## config.mk

```make
export PLATFORM = sky130hd
export DESIGN_NAME = arbitro_rr4
export DESIGN_NICKNAME = d
export VERILOG_FILES = /design/src/rtl/arbitro_rr4.sv
export SDC_FILE = /design/constraint.sdc
export NUM_CORES = 1
export LEC_CHECK = 0
export BUFFER_PORTS_ARGS = -buffer_cell sky130_fd_sc_hd__buf_2
export CAP_MARGIN = 0
export CORE_ASPECT_RATIO = 0.8
export CORE_MARGIN = 2
export CORE_UTILIZATION = 31
export CTS_BUF_LIST = sky130_fd_sc_hd__clkbuf_8
export CTS_CLUSTER_SIZE = 20
export DETAILED_ROUTE_END_ITERATION = 6
export PLACE_DENSITY_LB_ADDON = 0.3
export SLEW_MARGIN = 40
export SYNTH_ARGS = -nofsm -noshare
export SYNTH_HDL_FRONTEND = slang
export SYNTH_SLANG_ARGS = --single-unit
```

## constraint.sdc

```tcl
create_clock -name clk2f -period 2.8 [get_ports clk2f]
set_input_delay 0.28 -clock clk2f [delete_from_list [all_inputs] [get_ports clk2f]]
set_output_delay 0.28 -clock clk2f [all_outputs]
set_load 0.01 [all_outputs]
```

## src/rtl/arbitro_rr4.sv

```systemverilog
// arbitro_rr4: round-robin scheduler that shares one byte channel among four
// show-ahead FIFOs. Each grant forwards up to MAX_BURST bytes, then the grant
// rotates. Downstream almost_full pauses the transfer without losing the grant.
module arbitro_rr4 #(
  parameter int DATA_W    = 8,
  parameter int MAX_BURST = 4
) (
  input  logic              clk2f,
  input  logic              reset,
  input  logic [DATA_W-1:0] data_in_0,
  input  logic [DATA_W-1:0] data_in_1,
  input  logic [DATA_W-1:0] data_in_2,
  input  logic [DATA_W-1:0] data_in_3,
  input  logic              empty_0,
  input  logic              empty_1,
  input  logic              empty_2,
  input  logic              empty_3,
  output logic              pop_0,
  output logic              pop_1,
  output logic              pop_2,
  output logic              pop_3,
  input  logic              almost_full_out,
  output logic [DATA_W-1:0] data_out,
  output logic              valid_out,
  output logic [1:0]        grant_id,
  output logic              busy
);

  typedef enum logic [1:0] {
    S_IDLE  = 2'd0,
    S_XFER  = 2'd1,
    S_PAUSE = 2'd2,
    S_ARB   = 2'd3
  } state_t;

  localparam logic [3:0] BURST_MAX = 4'(MAX_BURST);

  state_t            r_state;
  logic [1:0]        r_grant;
  logic [3:0]        r_burst_cnt;
  logic [DATA_W-1:0] r_data;
  logic              r_valid;

  logic [3:0]        w_empty;
  logic [DATA_W-1:0] w_data [4];
  logic              w_any_ready;
  logic [1:0]        w_winner;
  logic              w_empty_g;
  logic              w_pop_en;
  logic [3:0]        w_burst_inc;
  logic [3:0]        w_pop;

  assign w_empty     = {empty_3, empty_2, empty_1, empty_0};
  assign w_data[0]   = data_in_0;
  assign w_data[1]   = data_in_1;
  assign w_data[2]   = data_in_2;
  assign w_data[3]   = data_in_3;
  assign w_any_ready = ~&w_empty;
  assign w_empty_g   = w_empty[r_grant];

  // Only the granted FIFO is popped, and only while it has data and downstream has room
  assign w_pop_en    = (r_state == S_XFER) && !w_empty_g && !almost_full_out;

  // Burst counter saturates instead of wrapping
  assign w_burst_inc = (r_burst_cnt >= BURST_MAX) ? r_burst_cnt : r_burst_cnt + 4'd1;

  // Rotating priority: scan offsets 4..1 so the nearest non-empty FIFO after the
  // current grant wins; offset 4 is the current grant itself, chosen only when alone
  always_comb begin
    w_winner = r_grant;
    for (int i = 4; i >= 1; i--) begin
      if (!w_empty[r_grant + 2'(i)]) begin
        w_winner = r_grant + 2'(i);
      end
    end
  end

  generate
    for (genvar gi = 0; gi < 4; gi++) begin : g_pop
      assign w_pop[gi] = w_pop_en && (r_grant == 2'(gi));
    end
  endgenerate

  assign pop_0     = w_pop[0];
  assign pop_1     = w_pop[1];
  assign pop_2     = w_pop[2];
  assign pop_3     = w_pop[3];
  assign data_out  = r_data;
  assign valid_out = r_valid;
  assign grant_id  = r_grant;
  assign busy      = (r_state == S_XFER) || (r_state == S_PAUSE);

  // Scheduler FSM plus the output byte register; a popped byte appears next cycle
  always_ff @(posedge clk2f or posedge reset) begin
    if (reset) begin
      r_state     <= S_IDLE;
      r_grant     <= 2'd3;
      r_burst_cnt <= 4'd0;
      r_data      <= '0;
      r_valid     <= 1'b0;
    end else begin
      r_valid <= w_pop_en;
      if (w_pop_en) begin
        r_data <= w_data[r_grant];
      end

      case (r_state)
        S_IDLE: begin
          if (w_any_ready && !almost_full_out) begin
            r_grant     <= w_winner;
            r_burst_cnt <= 4'd0;
            r_state     <= S_XFER;
          end
        end

        S_XFER: begin
          // An empty grantee ends the burst even if downstream is also full
          if (w_empty_g) begin
            r_state <= S_ARB;
          end else if (almost_full_out) begin
            r_state <= S_PAUSE;
          end else begin
            r_burst_cnt <= w_burst_inc;
            if (w_burst_inc >= BURST_MAX) begin
              r_state <= S_ARB;
            end
          end
        end

        S_PAUSE: begin
          if (!almost_full_out) begin
            r_state <= w_empty_g ? S_ARB : S_XFER;
          end
        end

        S_ARB: begin
          if (w_any_ready && !almost_full_out) begin
            r_grant     <= w_winner;
            r_burst_cnt <= 4'd0;
            r_state     <= S_XFER;
          end else begin
            r_state <= S_IDLE;
          end
        end

        default: r_state <= S_IDLE;
      endcase
    end
  end

endmodule
```

==> key figures <==
Critical path
  – Crit-path cells: inv_1 -> ha_1 -> or3b_1 -> o22ai_4 -> and2_1 -> buf_2
  – Slowest stage delay, CP: 420 ps
  – Critical path required time: 2520 ps
  – Buf/Inv on CP: 2
  – Critical path type: flop to output port
  – Startpoint Class: flop
  – Worst Path Arrival: between 2000 and 2500 ps
  – Worst reg2reg path startpoint: grant_id[1]
  – CP Capture Type: output port
  – R2R depth: 5
  – R2R Path End: grant_id[0]
  – Slowest CP cell: or3b_1
  – Register-to-register setup slack: between 500 and 600 ps
  – Crit path max-delay family: simple AND/OR/NAND/NOR gates
  – CP Max Fanout: 15

GRT
  – Antenna violations before repair: 0
  – Pin count of the biggest net entering global routing: 20
  – Number of global-route vias before repair: around 1100
  – First-pass GRT wire length: 5380 um
  – Grt ovf: 0
  – Overall Global Routing Usage: between 10% and 20%

Final layout
  – Layout Nets: approximately 210
  – Layout area overhead: 27.3%
  – Share of layout cells above drive strength 1: around half
  – Ant. Diodes: 0

STA
  – Worst Tran Pin Value: around 650 ps
  – Tcrit/Tclk final: approximately nine tenths
  – Post-Route Skew: 14.2 ps
  – Crit path time final: around 2500 ps
  – Slew Limit Headroom: 56.4%
  – # setup viols final: 0
  – Peak Freq: 397 MHz
  – WHS: about 96 ps
  – Total negative setup slack: 0 ps
  – Slew Viols, Final: 0
  – Final Hold Fails: 0
  – RSZ-0062 raised after global routing: no

Clock network
  – Clk_lat worst skew: roughly 260 ps
  – Root Buffer: clkbuf_8
  – CTS tree: yes
  – Clock Path Buffers: 2
  – Worst-path clk slew: 80 ps
  – Hold_buf cts: 0
  – Total setup buffers inserted after CTS: 0
  – H-tree Lvls: 1
  – CTS Sinks: 17
  – Total CTS buffers: 3
  – Cts repair resizes: 0

Floorplan
  – Die Area: approximately 0.0048 mm2
  – Num rows: 21
  – IO Pins: 55
  – Core area: roughly 0.0041 mm2
  – Die height: just over 60 um
  – Initial Util: approximately a third
  – Die width: slightly below 80 um

Pwr
  – Leakage: ~0.8 nW
  – VDD IR max: approximately 0.42 mV
  – Power density cells: around 970 mW/mm2

Route
  – Pre-antenna DRT Iters: 4
  – DRC: 0
  – Post-route ant nets: 0
  – DR WL/cell: between 10 and 15 um
  – Wirelength, routed: about 3200 um
  – Via density: a little over 5
  – 1st-iter DRT viols: 34
  – Via count: 1121

Place
  – Placer congestion estimate: around 0.8
  – Post-DP HPWL: around 2500 um
  – Port bufs: between 50 and 60

Job
  – Maxcap violations: 0

Synth
  – Main area contributors after synthesis: dfrtp_1 29%, mux4_2 12%, ha_1 9.5%
  – Netlist Area Pre-Place: 0.00132 mm2
  – Synth unique cells: 37
  – Syn Area/Cell: 12.0 um2
  – Top cell type's share of synthesized area: 28.5%
  – Area leader, netlist: dfrtp_1
  – Syn_nets: 159
  – Register area share after synthesis: roughly 33%
  – Mapped Cells: 110
  – Synth warnings: 0
  – Synthesis-stage register bit count: 17

Run status
  – Status: completed

Hold path
  – Worst min-delay path class: input pin to asynchronous set/reset pin
[layer usage]
layer | routed length [um] | track usage (%)
met1 | 1490 | 18.0
met2 | 1410 | 22.1
met3 | 298 | 5.09
met4 | 36 | 3.86
met5 | 0 | 0
[logic make-up (layout without fill, tap and decap cells)]
family | Yosys count | count (layout) | synth area share, %
XOR/XNOR | 1 | 1 | 0.666
multiplexers | 23 | 23 | 28.9
buffers and inverters | 13 | 67 | 5.04
adder cells (fa/ha/maj) | 10 | 10 | 9.51
AND/OR/NAND/NOR | 24 | 24 | 10.4
AO/OA/AOI/OAI | 22 | 22 | 12.9
flip-flops | 17 | 17 | 32.5
[stage by stage]
step	cells	power [mW]	setup WS, ps	instance area (um2)	util, %
4_1_cts	221	1.63	263	1670	40.6
2_1_floorplan	110	1.19	455	1320	-
6_report	221	1.62	279	1670	40.6
3_5_place_dp	217	1.44	521	1630	39.5
3_3_place_gp	217	1.40	581	1630	39.5
5_1_grt	221	1.76	110	1670	40.6
[worst max-delay path by stage]
stage	from	end	slack, ps	depth (start not counted)
global route	r_state[1]	pop_1	110	6
global placement	grant_id[1]	grant_id[0]	580	5
finish	r_state[1]	pop_1	280	6
detailed placement	grant_id[1]	grant_id[0]	520	5
floorplan	grant_id[0]	grant_id[0]	460	7
CTS	r_state[1]	pop_0	260	6
[layout make-up]
type / instances / area, um2
Clock inverter: 1 / 5.00
Timing Repair Buffer: 55 / 278
Clock buffer: 3 / 41.3
Fill cell: 383 / 2450
Sequential cell: 17 / 428
Tap cell: 57 / 71.3
Multi-Input combinational cell: 80 / 821
Inverter: 8 / 30.0
[power breakdown]
group	internal (mW)	switching, mW	leakage, nW	total (mW)
sequential	0.372	0.136	0.208	0.508
clock	0.0989	0.0905	0.0255	0.189
combinational	0.491	0.429	0.573	0.920
total	0.962	0.655	0.806	1.62
[cell usage after synthesis]
cell type,number
a211o_1,1
a211oi_1,2
a21o_1,1
a21oi_1,3
a221oi_1,1
a22o_1,1
a2bb2oi_1,2
a311oi_1,1
a41o_1,1
and2_1,6
buf_2,1
buf_6,2
clkbuf_1,1
clkbuf_2,1
dfrtp_1,15
dfstp_2,2
ha_1,10
inv_1,8
mux2_2,11
mux2i_1,2
mux4_1,3
mux4_2,7
nand2_1,6
nand3_1,3
nand3b_1,2
nor3_1,3
nor3b_1,1
nor4b_1,1
o21ai_0,3
o21ai_1,2
o22ai_1,1
o22ai_4,1
o32a_1,1
o41ai_1,1
or2_2,1
or3b_1,1
xnor2_1,1
[placed cells by master (no fill, tap or decap), drive strengths merged, types with 2 or more instances in the layout]
cell type  instances
a21oi              3
ha                10
mux2i              2
dfrtp             15
clkbuf             3
mux2              11
a211oi             2
o22ai              2
and2               6
dfstp              2
inv                8
nand3b             2
o21ai              5
nor3               3
nand3              3
a2bb2oi            2
buf               55
nand2              6
mux4              10
[registers in the layout, summed over array words and instances (netlist names)]
| signal | cells |
|---|---|
| data_out | 8 |
| grant_id | 2 |
| r_burst_cnt | 4 |
| r_state | 2 |
| valid_out | 1 |
Note: power is estimated with default switching activity, not from simulation.
